===== src/rtl/cmd_scheduler.sv =====
// cmd_scheduler: shares the game engine's single command port between N_SRC
// external requesters and an internal gravity generator.
//
// Each requester owns a one-entry pending slot (slot N_SRC belongs to gravity).
// A round-robin arbiter moves at most one pending slot per cycle into a
// QSIZE-deep FIFO. The engine drains the FIFO with a valid/ready handshake.
//
// Ports:
//   clk, rst        clock, synchronous active-high reset
//   enable          gravity counts only while high
//   flush           one-cycle pulse clearing FIFO, slots, rr pointer, gravity
//   level           game level, shortens the gravity period
//   req_valid       per-source request pulse
//   req_cmd         4-bit command of source i at [4i+:4]; 0 means no command
//   out_valid       FIFO non-empty
//   out_cmd         FIFO head command (0 when empty)
//   out_ready       engine accepts the head this cycle
//   count           FIFO occupancy
//   drop_cnt        saturating count of lost requests (cleared by rst only)
module cmd_scheduler #(
  parameter int         N_SRC     = 4,
  parameter int         QSIZE     = 16,
  parameter int         BASE_TICK = 50_000_000,
  parameter int         STEP_TICK = 3_000_000,
  parameter int         MIN_TICK  = 5_000_000,
  parameter logic [3:0] CMD_DOWN  = 4'd3
) (
  input  logic                     clk,
  input  logic                     rst,
  input  logic                     enable,
  input  logic                     flush,
  input  logic [3:0]               level,
  input  logic [N_SRC-1:0]         req_valid,
  input  logic [4*N_SRC-1:0]       req_cmd,
  output logic                     out_valid,
  output logic [3:0]               out_cmd,
  input  logic                     out_ready,
  output logic [$clog2(QSIZE):0]   count,
  output logic [15:0]              drop_cnt
);

  localparam int NSLOT = N_SRC + 1;
  localparam int PW    = $clog2(QSIZE);
  localparam int CW    = PW + 1;
  localparam int RW    = $clog2(NSLOT);
  localparam int GW    = 40;

  // Gravity period with a signed wide subtraction so high levels cannot wrap.
  function automatic logic [GW-1:0] grav_period(input logic [3:0] lvl);
    logic signed [GW-1:0] raw;
    raw = GW'(BASE_TICK) - GW'(STEP_TICK) * $signed({{(GW-4){1'b0}}, lvl});
    if (raw < GW'(MIN_TICK)) raw = GW'(MIN_TICK);
    return $unsigned(raw);
  endfunction

  function automatic logic [15:0] sat_add16(input logic [15:0] a, input logic [RW:0] inc);
    logic [16:0] s;
    s = {1'b0, a} + 17'(inc);
    return s[16] ? 16'hFFFF : s[15:0];
  endfunction

  logic [NSLOT-1:0] slot_vld_q, slot_vld_d;
  logic [3:0]       slot_cmd_q [NSLOT];
  logic [3:0]       slot_cmd_d [NSLOT];
  logic [RW-1:0]    rr_ptr_q, rr_ptr_d;
  logic [3:0]       mem_q [QSIZE];
  logic [3:0]       mem_d [QSIZE];
  logic [PW-1:0]    wr_ptr_q, wr_ptr_d, rd_ptr_q, rd_ptr_d;
  logic [CW-1:0]    count_q, count_d;
  logic [15:0]      drop_cnt_q, drop_cnt_d;
  logic [GW-1:0]    grav_cnt_q, grav_cnt_d;

  logic             full, pop, pop_down, grav_tick;
  logic             gnt_vld;
  logic [RW-1:0]    gnt_idx, scan_idx;
  logic [RW:0]      drops;

  assign out_valid = (count_q != '0);
  assign out_cmd   = out_valid ? mem_q[rd_ptr_q] : 4'd0;
  assign count     = count_q;
  assign drop_cnt  = drop_cnt_q;

  always_comb begin
    full      = (count_q == CW'(QSIZE));
    pop       = out_valid && out_ready;
    pop_down  = pop && (out_cmd == CMD_DOWN);
    grav_tick = enable && (grav_cnt_q >= grav_period(level));

    // Round-robin search from rr_ptr; full is judged before this cycle's pop.
    gnt_vld  = 1'b0;
    gnt_idx  = '0;
    scan_idx = '0;
    for (int k = 0; k < NSLOT; k++) begin
      scan_idx = RW'((int'(rr_ptr_q) + k) % NSLOT);
      if (!full && !gnt_vld && slot_vld_q[scan_idx]) begin
        gnt_vld = 1'b1;
        gnt_idx = scan_idx;
      end
    end

    slot_vld_d = slot_vld_q;
    slot_cmd_d = slot_cmd_q;
    drops      = '0;
    if (gnt_vld) slot_vld_d[gnt_idx] = 1'b0;
    for (int i = 0; i < N_SRC; i++) begin
      if (req_valid[i] && (req_cmd[4*i +: 4] != 4'd0)) begin
        // A slot granted this cycle frees up in time to take the new request.
        if (slot_vld_q[i] && !(gnt_vld && (gnt_idx == RW'(i)))) begin
          drops = drops + 1'b1;
        end else begin
          slot_vld_d[i] = 1'b1;
          slot_cmd_d[i] = req_cmd[4*i +: 4];
        end
      end
    end
    // Gravity ticks merge into an already pending gravity slot.
    if (grav_tick) begin
      slot_vld_d[N_SRC] = 1'b1;
      slot_cmd_d[N_SRC] = CMD_DOWN;
    end

    rr_ptr_d = rr_ptr_q;
    if (gnt_vld) rr_ptr_d = (gnt_idx == RW'(N_SRC)) ? '0 : gnt_idx + RW'(1);

    drop_cnt_d = sat_add16(drop_cnt_q, drops);
    grav_cnt_d = (!enable || grav_tick || pop_down) ? '0 : grav_cnt_q + GW'(1);

    mem_d = mem_q;
    if (gnt_vld) mem_d[wr_ptr_q] = slot_cmd_q[gnt_idx];
    wr_ptr_d = wr_ptr_q + PW'(gnt_vld);
    rd_ptr_d = rd_ptr_q + PW'(pop);
    count_d  = count_q + CW'(gnt_vld) - CW'(pop);

    // Flush wipes everything except the drop counter; its requests are ignored.
    if (flush) begin
      slot_vld_d = '0;
      rr_ptr_d   = '0;
      drop_cnt_d = drop_cnt_q;
      grav_cnt_d = '0;
      wr_ptr_d   = '0;
      rd_ptr_d   = '0;
      count_d    = '0;
    end
  end

  always_ff @(posedge clk) begin
    if (rst) begin
      slot_vld_q <= '0;
      rr_ptr_q   <= '0;
      wr_ptr_q   <= '0;
      rd_ptr_q   <= '0;
      count_q    <= '0;
      drop_cnt_q <= '0;
      grav_cnt_q <= '0;
    end else begin
      slot_vld_q <= slot_vld_d;
      rr_ptr_q   <= rr_ptr_d;
      wr_ptr_q   <= wr_ptr_d;
      rd_ptr_q   <= rd_ptr_d;
      count_q    <= count_d;
      drop_cnt_q <= drop_cnt_d;
      grav_cnt_q <= grav_cnt_d;
    end
  end

  always_ff @(posedge clk) begin
    slot_cmd_q <= slot_cmd_d;
    mem_q      <= mem_d;
  end

endmodule


===== config.mk =====
export PLATFORM = sky130hd
export DESIGN_NAME = cmd_scheduler
export DESIGN_NICKNAME = d
export VERILOG_FILES = /design/src/rtl/cmd_scheduler.sv
export SDC_FILE = /design/constraint.sdc
export NUM_CORES = 1
export LEC_CHECK = 0
export BUFFER_PORTS_ARGS = -buffer_cell sky130_fd_sc_hd__buf_4
export CAP_MARGIN = 10
export CORE_MARGIN = 4
export CORE_UTILIZATION = 58
export CTS_BUF_LIST = sky130_fd_sc_hd__clkbuf_8
export DETAILED_ROUTE_END_ITERATION = 8
export PLACE_DENSITY_LB_ADDON = 0.08
export SYNTH_ARGS = -nofsm -noshare
export SYNTH_HDL_FRONTEND = slang
export SYNTH_SLANG_ARGS = --single-unit

===== constraint.sdc =====
create_clock -name clk -period 8.8 [get_ports clk]
set_input_delay 0.88 -clock clk [delete_from_list [all_inputs] [get_ports clk]]
set_output_delay 0.88 -clock clk [all_outputs]
set_load 0.005 [all_outputs]

# Word level (Yosys, flattened, before mapping)
# Cells that the tools add are included.
[op_classes] muxes=53 n_eq_ne=6 div_mod_pow=5 n_bitwise=9 magnitude_cmp=13 n_addsub=15 n_reduce_logical=51 n_mul=1
[op_table] op="modulo 32 x 4 -> 32 bit, second input constant" count=4
[op_table] op="bitwise mux 64 bit" count=1
[op_table] op="2-to-1 mux 4 bit" count=12
[op_table] op="adder 40 x 1 -> 40 bit, second input constant" count=1
[op_table] op="greater-or-equal comparator 40 bit" count=1
[op_table] op="2-to-1 mux 40 bit" count=1
[op_table] op="modulo 4 x 4 -> 32 bit, second input constant" count=1
[op_table] op="< comparator 27 x 24 -> 1 bit, second input constant" count=1
[op_table] op="subtractor 26 x 26 -> 27 bit, first input constant" count=1
[op_table] op="logical AND 1 bit" count=26
[op_table] op="< comparator 3 x 4 -> 1 bit, second input constant" count=6
[op_table] op="2-to-1 mux 1 bit" count=22
[op_table] op="multiplier 16 x 4 -> 20 bit, first input constant" count=1
[op_table] op="2-to-1 mux 3 bit" count=6
[op_table] op="adder 16 x 4 -> 17 bit" count=1
[op_table] op="binary-select mux 4 bit (select 4 bit)" count=1
[op_table] op="demux 4 bit (select 4 bit)" count=1
[op_table] op="2-to-1 mux 16 bit" count=1
[op_table] op="nonzero test 4 bit" count=4
[op_table] op="binary-select mux 1 bit (select 3 bit)" count=5
[op_table] op="adder 4 x 1 -> 4 bit, second input constant" count=3
[op_table] op="binary-select mux 4 bit (select 3 bit)" count=1
[op_table] op="greater-or-equal comparator 5 bit, second input constant" count=2
[op_table] op="logical NOT 1 bit" count=10
[op_table] op="29 further kinds" count=40
[word_totals] elab_cells=181 out_inout_bits=26 in_bits=29 regBits=157

# Longest topological paths before layout
# Gate-level depths: netlist (run 1).
[depth] word_depth=38 depth_mapped=46 depth_no_buf=42

# Worst setup path before layout (run 1)
# OpenSTA, ideal clock, no wires.
[synth_path] path_type="register -> register" from="reg rr_ptr_q[0]" to="reg drop_cnt_q[12] (netlist: drop_cnt[12])" path_stages_with_launch=46 arrival_ps=8474 path_slack_ps=198 n_path_buf=5 path_cell_list="dfxtp_1 buf_2 inv_1 clkbuf_1 ha_1 clkbuf_1 inv_1 ha_1 nor2_1 a21oi_1 xnor2_1 inv_1 ha_1 nand2b_1 o311ai_1 a21oi_1 or2_1 clkbuf_2 (+10 left out) ha_1 a22o_1 ha_1 mux2_4 ha_1 inv_1 nor2_1 xnor2_1 ha_1 nor2b_1 o21ai_0 nand2b_1 and2_1 and3b_1 and2_1 and3_1 o21ai_0 nor2_1"
[synth_between] elab_chain_len=38
[synth_lines] item="start: declaration" line_no="65" source="logic [RW-1:0] rr_ptr_q, rr_ptr_d;"
[synth_lines] item="start signal: assignment" line_no="157" source="rr_ptr_q <= rr_ptr_d;"
[synth_lines] item="branches (longest 35 deep; another with modulo 32 x 4 -> 32 bit)"
[synth_lines] item="2-to-1 mux 4 bit *" line_no="106" source="if (req_valid[i] && (req_cmd[4*i +: 4] != 4'd0)) begin"
[synth_lines] item="adder 16 x 4 -> 17 bit *" line_no="58" source="s = {1'b0, a} + 17'(inc);"
[synth_lines] item="2-to-1 mux 16 bit *" line_no="59" source="return s[16] ? 16'hFFFF : s[15:0];"
[synth_lines] item="end signal: assignment" line_no="161" source="drop_cnt_q <= drop_cnt_d;"
[synth_lines] item="end: declaration" line_no="70" source="logic [15:0] drop_cnt_q, drop_cnt_d;"
# Every way passes the cells marked *. The select of a mux whose other input is x is not followed.
# A chain may end at the register's enable or synchronous reset.

# Worst setup path after layout (run 1)
[layout_path] from="reg rr_ptr_q[2]" to="reg drop_cnt_q[5] (netlist: drop_cnt[5])"
# The elaborated chain is that of the path after synthesis.

==> results of run 1 <==
area by class of cell:
class / count / area share (%)
multi-input combinational: 848 / 54.7
sequential: 157 / 33.5
timing repair buffer: 66 / 4.21
tap: 229 / 2.43
clock buffer: 17 / 1.99
inverter: 56 / 1.78
clock inverter: 15 / 1.43
cells in the final DEF, fill, tap and decap left out, drive strengths merged, types with 24 or more instances in the layout:
master    n
nor2    123
ha      105
edfxtp   80
dfxtp    77
inv      68
buf      66
a21oi    57
nand2    55
xor2     50
nand3    49
xnor2    43
o21ai    31
and3     24
a21o     24
through the flow:
step	hold WS, ns	power (mW)	instances	utilization [%]
floorplan	0.441	2.23	1094	-
global placement	0.458	2.65	1356	62.8
detailed placement	0.468	2.68	1356	62.8
CTS	0.488	3.25	1388	65.0
global route	0.526	3.49	1388	65.1
finish	0.488	3.24	1388	65.1
layer usage:
metal,track usage [%],vias up,wire length (µm)
li1,-,4104,-
met1,34.7,3908,11600
met2,35.4,200,10300
met3,4.16,19,1140
met4,5.30,0,248
met5,0,-,0
cell families after synthesis:
kind of cell | synth area share [%]
compound gates | 13.3
xor+xnor | 7.89
fa+ha+maj | 13.6
buf+inv | 3.19
flops | 36.8
mux | 6.85
simple gates | 18.4
power by group:
part | leakage [nW] | internal (mW) | switching [mW]
clock | 0.209 | 0.241 | 0.319
combinational | 3.24 | 0.654 | 0.991
sequential | 1.36 | 0.992 | 0.0433
total | 4.81 | 1.89 | 1.35
worst max-delay path, delay by kind of cell (launching register included):
| kind | cells | cell delay, ns |
|---|---|---|
| adders and majority gates | 8 | 2.63 |
| AOI/OAI and AO/OA | 10 | 2.36 |
| and+or+nand+nor | 10 | 1.49 |
| muxes | 3 | 0.74 |
| DFF | 1 | 0.47 |
| buffers and inverters | 2 | 0.25 |
| xor gates and xnor gates | 1 | 0.14 |
sequential cells by signal (all words and copies together), names as in the netlist:
register and flops:
drop_cnt 16, count 5, rr_ptr_q 3, wr_ptr_q 4, mem_q 64, rd_ptr_q 4
grav_cnt_q 40, slot_cmd_q 16, slot_vld_q 5
repair_timing:
action / in CTS / in global routing
hold endpoints to repair: 0 / 0
resized for setup: 0 / 4
setup endpoints to repair: 0 / 12
worst max path at each step:
| stage | start | endpoint | slack (ns) | cells past startpoint |
|---|---|---|---|---|
| after CTS | rr_ptr_q[1]$_SDFFE_PP0P_ | drop_cnt[5]$_SDFFE_PP0N_ | 0.53 | 38 |
| after detailed placement | rr_ptr_q[1]$_SDFFE_PP0P_ | drop_cnt[9]$_SDFFE_PP0N_ | 0.58 | 38 |
| after floorplan | rr_ptr_q[0]$_SDFFE_PP0P_ | drop_cnt[12]$_SDFFE_PP0N_ | 0.20 | 45 |
| after global routing | rr_ptr_q[2]$_SDFFE_PP0P_ | drop_cnt[5]$_SDFFE_PP0N_ | 0.03 | 34 |
| final | rr_ptr_q[2]$_SDFFE_PP0P_ | drop_cnt[5]$_SDFFE_PP0N_ | 0.66 | 34 |
| after global placement | rr_ptr_q[2]$_SDFFE_PP0P_ | drop_cnt[9]$_SDFFE_PP0N_ | 0.74 | 34 |
==> flow_summary_export.csv, run 1 <==
group,metric,value,unit
synthesis,yosys.cell_count.top_type,"nor2_1",
cells_and_area,n_antenna_cell,0,
drt,drt-total-wl,23.3,mm
cells_and_area,drive_above_1_share,12.7,%
floorplan,start_util,59.2,%
setup_path,rrSetupSlack,0.66,ns
setup_path,critPathMostFrequentCell,"ha_1",
floorplan,coreArea,0.0181,mm²
synthesis,synth_ff_type,"edfxtp_1",
cells_and_area,areaGrowthSynthToFinish,9.98,%
synthesis,ys_ff_latch,157,
setup_path,worstReg2RegEnd,"drop_cnt[5]$_SDFFE_PP0N_",
synthesis,avgSynthCellArea,9.79,µm²
clocking,cts_buffers,17,
min_path,hold-path-endpoint,"grav_cnt_q[0]$_SDFF_PP0_",
drt,ant_nets,0,
setup_path,slowest_stage,"dfxtp_2",
synthesis,synth_edf_count,80,
synthesis,synth.yosys.seq_area_share,36.8,%
synthesis,synth_area,0.0107,mm²
setup_path,critPathLaunchType,"flip-flop",
placed_design,dpl.hpwl,17.5,mm
floorplan,row_count,49,
floorplan,die_h,144,µm
floorplan,io_pins,55,
placed_design,portBuffers,54,
setup_path,worst_r2r_path_depth,34,
min_path,hold_depth,1,
sta,hold_viol_final,0,
cells_and_area,seqCellArea,0.00395,mm²
sta,fin_crit,8.14,ns
clocking,cts_tree,"built",
setup_path,endpoint_kind,"flip-flop",
setup_path,cpPeakStageDelay,0.47,ns
placed_design,routabilityCongestion,0.883,
setup_path,cp_data_arrival_time,8.53,ns
pwr,powerDensity,275,mW/mm²
synthesis,async_reset_ff_share,0,%
cells_and_area,nets,1287,
synthesis,synthTopCellsByArea,"edfxtp_1 22%, dfxtp_1 14%, ha_1 12%",
synthesis,synth.distinct_cells,75,
pwr,peakVddDrop,214,µV
setup_path,rr_startpoint,"rr_ptr_q[2]$_SDFFE_PP0P_",
sta,fin_crit_sh,92.5,%
sta,worst_pin_slew,1.07,ns
floorplan,die_area,0.0207,mm²
clocking,clkSinkCount,157,
synthesis,netlist_instances,1094,
cells_and_area,num-fill-cells,1475,
grt,grt_pass1_wl,38.3,mm
sta,slew_viol_final,0,
cells_and_area,stdcell_area,0.0118,mm²
clocking,clockBufferDepth,2,
pwr,p_leak,4.81,nW
synthesis,yosysWarnings,0,
min_path,hp-class,"flip-flop to flip-flop",
placed_design,placed_cell_area,0.0114,mm²
grt,grt_max_degree,40,
sta,max_freq,123,MHz
clocking,hold_buffers,0,
placed_design,place_worst_setup_slack,0.580,ns
min_path,min_from,"grav_cnt_q[0]$_SDFF_PP0_",
floorplan,die_x,144,µm
drt,num_vias,8231,
sta,final-setup-viol-count,0,
clocking,clock_latency,0.47,ns
grt,grt_pass1_vias,7669,
drt,first_pass_iters,5,
setup_path,cp.required,9.20,ns
sta,slew-limit-headroom,28.7,%
outcome,status,"finished clean",
run,maxCapViolCount,0,
drt,avgViaCountPerCell,5.93,
drt,wl_per_cell,16.8,µm
synthesis,synth_top_area_share,22.4,%
synthesis,synth.largest_area_cell,"edfxtp_1",
cells_and_area,multi_input_area,0.00644,mm²
grt,grt_remaining_overflow,0,
sta,skew,0.0197,ns
setup_path,critPathMaxFanout,10,
grt,antenna_found_initial,0,
drt,drtIter0Drc,601,
sta,setup_slack,0.661,ns
sta,grt_setup_unrepaired,"false",
grt,track_usage,23.3,%
sta,setup-tns-final,0,ns
synthesis,synth_common_cells,"123 x nor2_1, 105 x ha_1, 80 x edfxtp_1, 77 x dfxtp_1, 57 x a21oi_1",
clocking,clkTransAtPathRegs,0.09,ns
drt,route.detailed.drc,0,
clocking,clock-root-buffer,"clkbuf_8",
setup_path,path_class,"flip-flop to flip-flop",
clocking,postCtsSetupBuffers,0,
synthesis,syn_nets,1235,
clocking,htree_levels,4,
(Power assumes the default switching activity.)
==> run 2, diff against run 1 <==
--- a/config.mk
+++ b/config.mk
@@ -6,11 +6,12 @@
 export NUM_CORES = 1
 export LEC_CHECK = 0
 export BUFFER_PORTS_ARGS = -buffer_cell sky130_fd_sc_hd__buf_4
-export CAP_MARGIN = 10
+export CAP_MARGIN = 20
 export CORE_MARGIN = 4
-export CORE_UTILIZATION = 58
+export CORE_UTILIZATION = 30
 export CTS_BUF_LIST = sky130_fd_sc_hd__clkbuf_8
 export DETAILED_ROUTE_END_ITERATION = 8
+export HOLD_SLACK_MARGIN = 0.03
 export PLACE_DENSITY_LB_ADDON = 0.08
 export SYNTH_ARGS = -nofsm -noshare
 export SYNTH_HDL_FRONTEND = slang
==> run 2 against run 1 <==
Via count is 1.3% lower; core utilization is 30 points lower; clock skew is 0.00069 ns lower; first-iteration DRC count is 21% lower; cell count is 16% higher; cell area is 2.6% higher; clock-buffer cell count stayed put; global-route usage is 9.2 points lower; critical path depth stayed put.
==> flow_summary_export.csv, run 2 (same netlist as run 1, synthesis figures left out) <==
group,metric,value,unit
outcome,status,"finished clean",
sta,slew_viol_final,0,
setup_path,cpPeakStageDelay,0.51,ns
drt,route.detailed.drc,0,
setup_path,cp_data_arrival_time,8.56,ns
sta,fin_crit,8.22,ns
cells_and_area,multi_input_area,0.00647,mm²
clocking,clkTransAtPathRegs,0.10,ns
setup_path,critPathMostFrequentCell,"ha_1",
pwr,peakVddDrop,147,µV
drt,first_pass_iters,5,
cells_and_area,largestRegisters,"mem_q (64), grav_cnt_q (40)",
setup_path,rrSetupSlack,0.58,ns
drt,drtIter0Drc,472,
cells_and_area,drive_above_1_share,12.8,%
setup_path,slowest_stage,"ha_1",
drt,drt-total-wl,27.3,mm
sta,final-setup-viol-count,0,
run,maxCapViolCount,0,
cells_and_area,areaGrowthSynthToFinish,12.9,%
drt,ant_nets,0,
clocking,clockBufferDepth,2,
min_path,hold_depth,1,
clocking,cts_tree,"built",
cells_and_area,regMostFlops,"mem_q",
placed_design,dpl.hpwl,20.8,mm
placed_design,portBuffers,54,
setup_path,endpoint_kind,"flip-flop",
grt,grt_pass1_wl,43.6,mm
setup_path,path_class,"flip-flop to flip-flop",
clocking,cts_buffers,17,
sta,slew-limit-headroom,34.0,%
sta,skew,0.0191,ns
cells_and_area,seqCellArea,0.00395,mm²
setup_path,cp.required,9.14,ns
pwr,powerDensity,271,mW/mm²
clocking,clock_latency,0.46,ns
grt,grt_remaining_overflow,0,
sta,worst_pin_slew,0.981,ns
cells_and_area,num-fill-cells,3611,
floorplan,die_x,197,µm
cells_and_area,n_antenna_cell,0,
grt,grt_pass1_vias,7732,
drt,wl_per_cell,16.9,µm
clocking,clock-root-buffer,"clkbuf_8",
cells_and_area,final_common_cell,"nor2_1",
floorplan,die_area,0.0388,mm²
grt,antenna_found_initial,0,
min_path,hp-class,"flip-flop to flip-flop",
grt,grt_max_degree,40,
pwr,finalPower,3.27,mW
floorplan,row_count,68,
floorplan,io_pins,55,
sta,hold_viol_final,0,
placed_design,dpl.cell_count,1584,
drt,num_vias,8124,
setup_path,critPathMaxFanout,12,
sta,setup-tns-final,0,ns
sta,fin_crit_sh,93.4,%
pwr,p_leak,4.82,nW
floorplan,die_h,197,µm
setup_path,worst_r2r_path_depth,34,
cells_and_area,final_cell_mix,"123 x nor2_1, 105 x ha_1, 80 x edfxtp_1",
clocking,htree_levels,4,
cells_and_area,fin_cells,1617,
floorplan,coreArea,0.0349,mm²
setup_path,critPathLaunchType,"flip-flop",
drt,avgViaCountPerCell,5.02,
sta,grt_setup_unrepaired,"false",
placed_design,routabilityCongestion,0.809,
cells_and_area,largest_reg_flops,64,
clocking,clkSinkCount,157,
floorplan,start_util,30.7,%
cells_and_area,nets,1290,
grt,track_usage,14.1,%
sta,max_freq,122,MHz
[run 2: cell types whose count changed in the layout (fill, tap and decap cells not counted), sizes merged]
| cell | previous run | this run |
|---|---|---|
| clkinv | 1 | 4 |
| inv | 68 | 64 |
| clkinvlp | 1 | 2 |
| buf | 66 | 69 |
[run 2: metal layers]
layer	GRT usage, %	share of wire, %	vias up
li1	-	-	4114
met1	21.6	53	3869
met2	20.9	43	125
met3	2.32	2.9	16
met4	2.82	0.87	0
met5	0	0	-
[run 2: timing repair]
action | in CTS | in global routing
hold buffers | 0 | 0
gates resized for setup | 0 | 8
hold endpoints to repair | 0 | 0
setup endpoints to repair | 0 | 16
buffers inserted | 0 | 1
[run 2: power by group]
part           switching (mW)  internal (mW)
clock                   0.298          0.230
sequential             0.0344          0.992
combinational            1.05          0.672
total                    1.38           1.89
[run 2: path summary, 6_finish.rpt]
check                                start                         to
setup reg to reg  rr_ptr_q[1]$_SDFFE_PP0P_  drop_cnt[11]$_SDFFE_PP0N_
hold / removal    grav_cnt_q[0]$_SDFF_PP0_   grav_cnt_q[0]$_SDFF_PP0_
setup / recovery  rr_ptr_q[1]$_SDFFE_PP0P_  drop_cnt[11]$_SDFFE_PP0N_
hold reg to reg   grav_cnt_q[0]$_SDFF_PP0_   grav_cnt_q[0]$_SDFF_PP0_
[run 2: cell type report]
cell class                 instances  area share (%)
timing repair buffer              69            4.28
multi-input combinational        848            53.5
sequential                       157            32.6
inverter                          56            1.74
clock inverter                    15            1.18
tap                              455            4.71
clock buffer                      17            1.94
[run 2: per-stage QoR]
stage | util (%) | setup slack (ns) | cell area [µm²] | hold slack, ns
final | 34.7 | 0.578 | 12100 | 0.490
after global placement | 33.4 | 0.486 | 11700 | 0.461
after floorplan | - | 0.198 | 10700 | 0.441
after global routing | 34.7 | 0.0136 | 12100 | 0.531
after detailed placement | 33.4 | 0.429 | 11700 | 0.466
after CTS | 34.5 | 0.397 | 12000 | 0.494
[run 2: worst max-delay path, delay by kind of cell, from the launching register on]
kind / cells / cell delay, ns
flops: 1 / 0.34
mux: 3 / 0.93
compound gates: 12 / 2.83
fa+ha+maj: 8 / 2.57
buf+inv: 2 / 0.32
simple gates: 7 / 0.75
xor+xnor: 2 / 0.34
==> run 3, diff against run 2 <==
--- a/config.mk
+++ b/config.mk
@@ -5,8 +5,11 @@
 export SDC_FILE = /design/constraint.sdc
 export NUM_CORES = 1
 export LEC_CHECK = 0
+export ABC_AREA = 1
 export BUFFER_PORTS_ARGS = -buffer_cell sky130_fd_sc_hd__buf_4
 export CAP_MARGIN = 20
+export CELL_PAD_IN_SITES_DETAIL_PLACEMENT = 0
+export CELL_PAD_IN_SITES_GLOBAL_PLACEMENT = 1
 export CORE_MARGIN = 4
 export CORE_UTILIZATION = 30
 export CTS_BUF_LIST = sky130_fd_sc_hd__clkbuf_8
==> run 3 against run 2 <==
Routed wire length rose by 5.6%; via count rose by 9.9%; fmax rose by 6.3%; critical path type unchanged; critical endpoint is now drop_cnt[7]$_SDFFE_PP0N_; largest cell class unchanged.
==> flow_summary_export.csv, run 3 <==
group,metric,value,unit
outcome,status,"finished clean",
run,maxCapViolCount,0,
synthesis,syn_nets,1514,
setup_path,critPathLaunchType,"flip-flop",
sta,setup-tns-final,0,ns
synthesis,ys_ff_latch,157,
sta,slew-limit-headroom,37.3,%
clocking,clkTransAtPathRegs,0.10,ns
setup_path,cpPeakStageDelay,0.52,ns
setup_path,cp.required,9.23,ns
clocking,postCtsSetupBuffers,0,
drt,num_vias,8930,
placed_design,routabilityCongestion,0.775,
setup_path,path_class,"flip-flop to flip-flop",
min_path,hp-class,"flip-flop to flip-flop",
floorplan,die_x,198,µm
synthesis,synthTopCellsByArea,"edfxtp_1 22%, dfxtp_1 14%, ha_1 12%",
grt,track_usage,15.1,%
cells_and_area,largest_reg_flops,64,
synthesis,yosys.cell_count.top_type,"nand2_1",
clocking,clock-root-buffer,"clkbuf_8",
sta,worst_pin_slew,0.940,ns
clocking,hold_buffers,0,
cells_and_area,largestRegisters,"mem_q (64), grav_cnt_q (40)",
synthesis,synth_ff_type,"edfxtp_1",
synthesis,netlist_instances,1373,
synthesis,synth.distinct_cells,61,
placed_design,placed_cell_area,0.0118,mm²
setup_path,crit_buf_inv,11,
sta,slew_viol_final,0,
floorplan,coreArea,0.0357,mm²
sta,hold-worst-slack,0.459,ns
drt,ant_nets,0,
drt,route.detailed.drc,0,
cells_and_area,regMostFlops,"mem_q",
floorplan,start_util,30.5,%
drt,avgViaCountPerCell,4.68,
sta,hold_viol_final,0,
cells_and_area,n_antenna_cell,0,
cells_and_area,final_cell_mix,"236 x nand2_1, 187 x inv_1, 166 x nor2_1",
floorplan,row_count,69,
placed_design,dpl.hpwl,22.4,mm
synthesis,avgSynthCellArea,7.92,µm²
synthesis,synth_common_cells,"236 x nand2_1, 187 x inv_1, 166 x nor2_1, 105 x ha_1, 89 x nand3_1",
synthesis,synth_area,0.0109,mm²
floorplan,die_h,198,µm
sta,fin_crit,7.73,ns
clocking,htree_levels,4,
pwr,p_leak,5.13,nW
grt,grt_remaining_overflow,0,
setup_path,cp_top_family,"simple AND/OR/NAND/NOR gates",
synthesis,synth_top_area_share,22.1,%
sta,grt_setup_unrepaired,"false",
synthesis,async_reset_ff_share,0,%
grt,antenna_found_initial,0,
setup_path,critPathMaxFanout,9,
clocking,clkSinkCount,157,
clocking,clockBufferDepth,2,
synthesis,synth.largest_area_cell,"edfxtp_1",
cells_and_area,stdcell_area,0.0122,mm²
drt,first_pass_iters,5,
setup_path,cp_data_arrival_time,8.16,ns
floorplan,io_pins,55,
floorplan,die_area,0.0393,mm²
sta,skew,0.0252,ns
grt,grt_pass1_vias,9002,
sta,fin_crit_sh,87.9,%
sta,max_freq,129,MHz
clocking,cts_tree,"built",
pwr,powerDensity,295,mW/mm²
cells_and_area,nets,1575,
drt,drtIter0Drc,419,
cells_and_area,drive_above_1_share,11.6,%
cells_and_area,final_common_cell,"nand2_1",
setup_path,endpoint_kind,"flip-flop",
pwr,peakVddDrop,185,µV
synthesis,yosysWarnings,0,
synthesis,synth.yosys.seq_area_share,36.3,%
cells_and_area,areaGrowthSynthToFinish,12.6,%
grt,grt_pass1_wl,47.7,mm
sta,final-setup-viol-count,0,
placed_design,portBuffers,54,
drt,wl_per_cell,15.1,µm
clocking,post_cts_resized,0,
clocking,clock_latency,0.49,ns
synthesis,synth_edf_count,80,
drt,drt-total-wl,28.8,mm
clocking,cts_buffers,17,
grt,grt_max_degree,35,
setup_path,slowest_stage,"dfxtp_1",
-- run 3: cell types whose count changed in the layout (fill, tap and decap cells not counted), moves of 22 or more --
cell and delta:
nor2_1 +43, nand2_1 +182, nand2b_1 -23, o21ai_0 +42
nand3_1 +41, xnor2_1 -23, inv_1 +130, a21o_1 -22
and3_1 -22
-- run 3: cell families (layout without fill, tap and decap cells) --
kind of cell             Yosys count  after routing  share of synthesized area (%)
AND/OR/NAND/NOR                  629            629                           27.0
buffers and inverters            215            289                           7.55
AO/OA/AOI/OAI                    205            205                           11.3
flip-flops                       157            157                           36.3
adder cells (fa/ha/maj)          112            112                           13.4
XOR/XNOR                          55             55                           4.50
-- run 3: final cells by class --
class | count | area, µm²
fillers | 3801 | 23400
multi-input cells | 1001 | 6110
flip-flops and latches | 157 | 3940
inverters | 195 | 736
well taps | 461 | 577
repair buffers | 62 | 465
clock buffers | 17 | 234
clock inverters | 15 | 181
-- run 3: power by group --
| part | internal (mW) | switching (mW) |
|---|---|---|
| logic | 0.572 | 1.32 |
| clock network | 0.239 | 0.334 |
| registers | 1.11 | 0.0338 |
| total | 1.92 | 1.69 |
-- run 3: worst register-to-register path: cells and delay by family, from the launching register on --
kind                       cells  cell delay (ns)
xor gates and xnor gates       1             0.27
AOI/OAI and AO/OA              6             0.82
adders and majority gates      8             2.18
and+or+nand+nor               25             2.92
DFF                            1             0.52
buffers and inverters         11             1.01
-- run 3: final timing paths --
| check | from | end | slack, ns | cells after the start |
|---|---|---|---|---|
| worst max-delay path | rr_ptr_q[1]$_SDFFE_PP0P_ | drop_cnt[7]$_SDFFE_PP0N_ | 1.07 | 51 |
| worst min-delay path | grav_cnt_q[0]$_SDFF_PP0_ | grav_cnt_q[0]$_SDFF_PP0_ | 0.46 | 1 |
| worst max register to register | rr_ptr_q[1]$_SDFFE_PP0P_ | drop_cnt[7]$_SDFFE_PP0N_ | 1.07 | 51 |
| worst min register to register | grav_cnt_q[0]$_SDFF_PP0_ | grav_cnt_q[0]$_SDFF_PP0_ | 0.46 | 1 |
-- run 3: stage by stage --
step / utilization, % / instances / setup slack [ns] / power (mW)
floorplan: - / 1373 / 1.86 / 2.44
global placement: 33.2 / 1876 / 0.693 / 3.10
detailed placement: 33.2 / 1876 / 0.744 / 3.09
CTS: 34.3 / 1908 / 1.05 / 3.69
global route: 34.3 / 1908 / 0.0617 / 3.95
finish: 34.3 / 1908 / 1.07 / 3.61
-- run 3: layer usage --
| metal | up-vias | wire [µm] | track usage (%) |
|---|---|---|---|
| li1 | 4738 | - | - |
| met5 | - | 0 | 0 |
| met2 | 72 | 13800 | 25.7 |
| met1 | 4114 | 14200 | 20.6 |
| met3 | 6 | 625 | 2.37 |
| met4 | 0 | 158 | 3.06 |
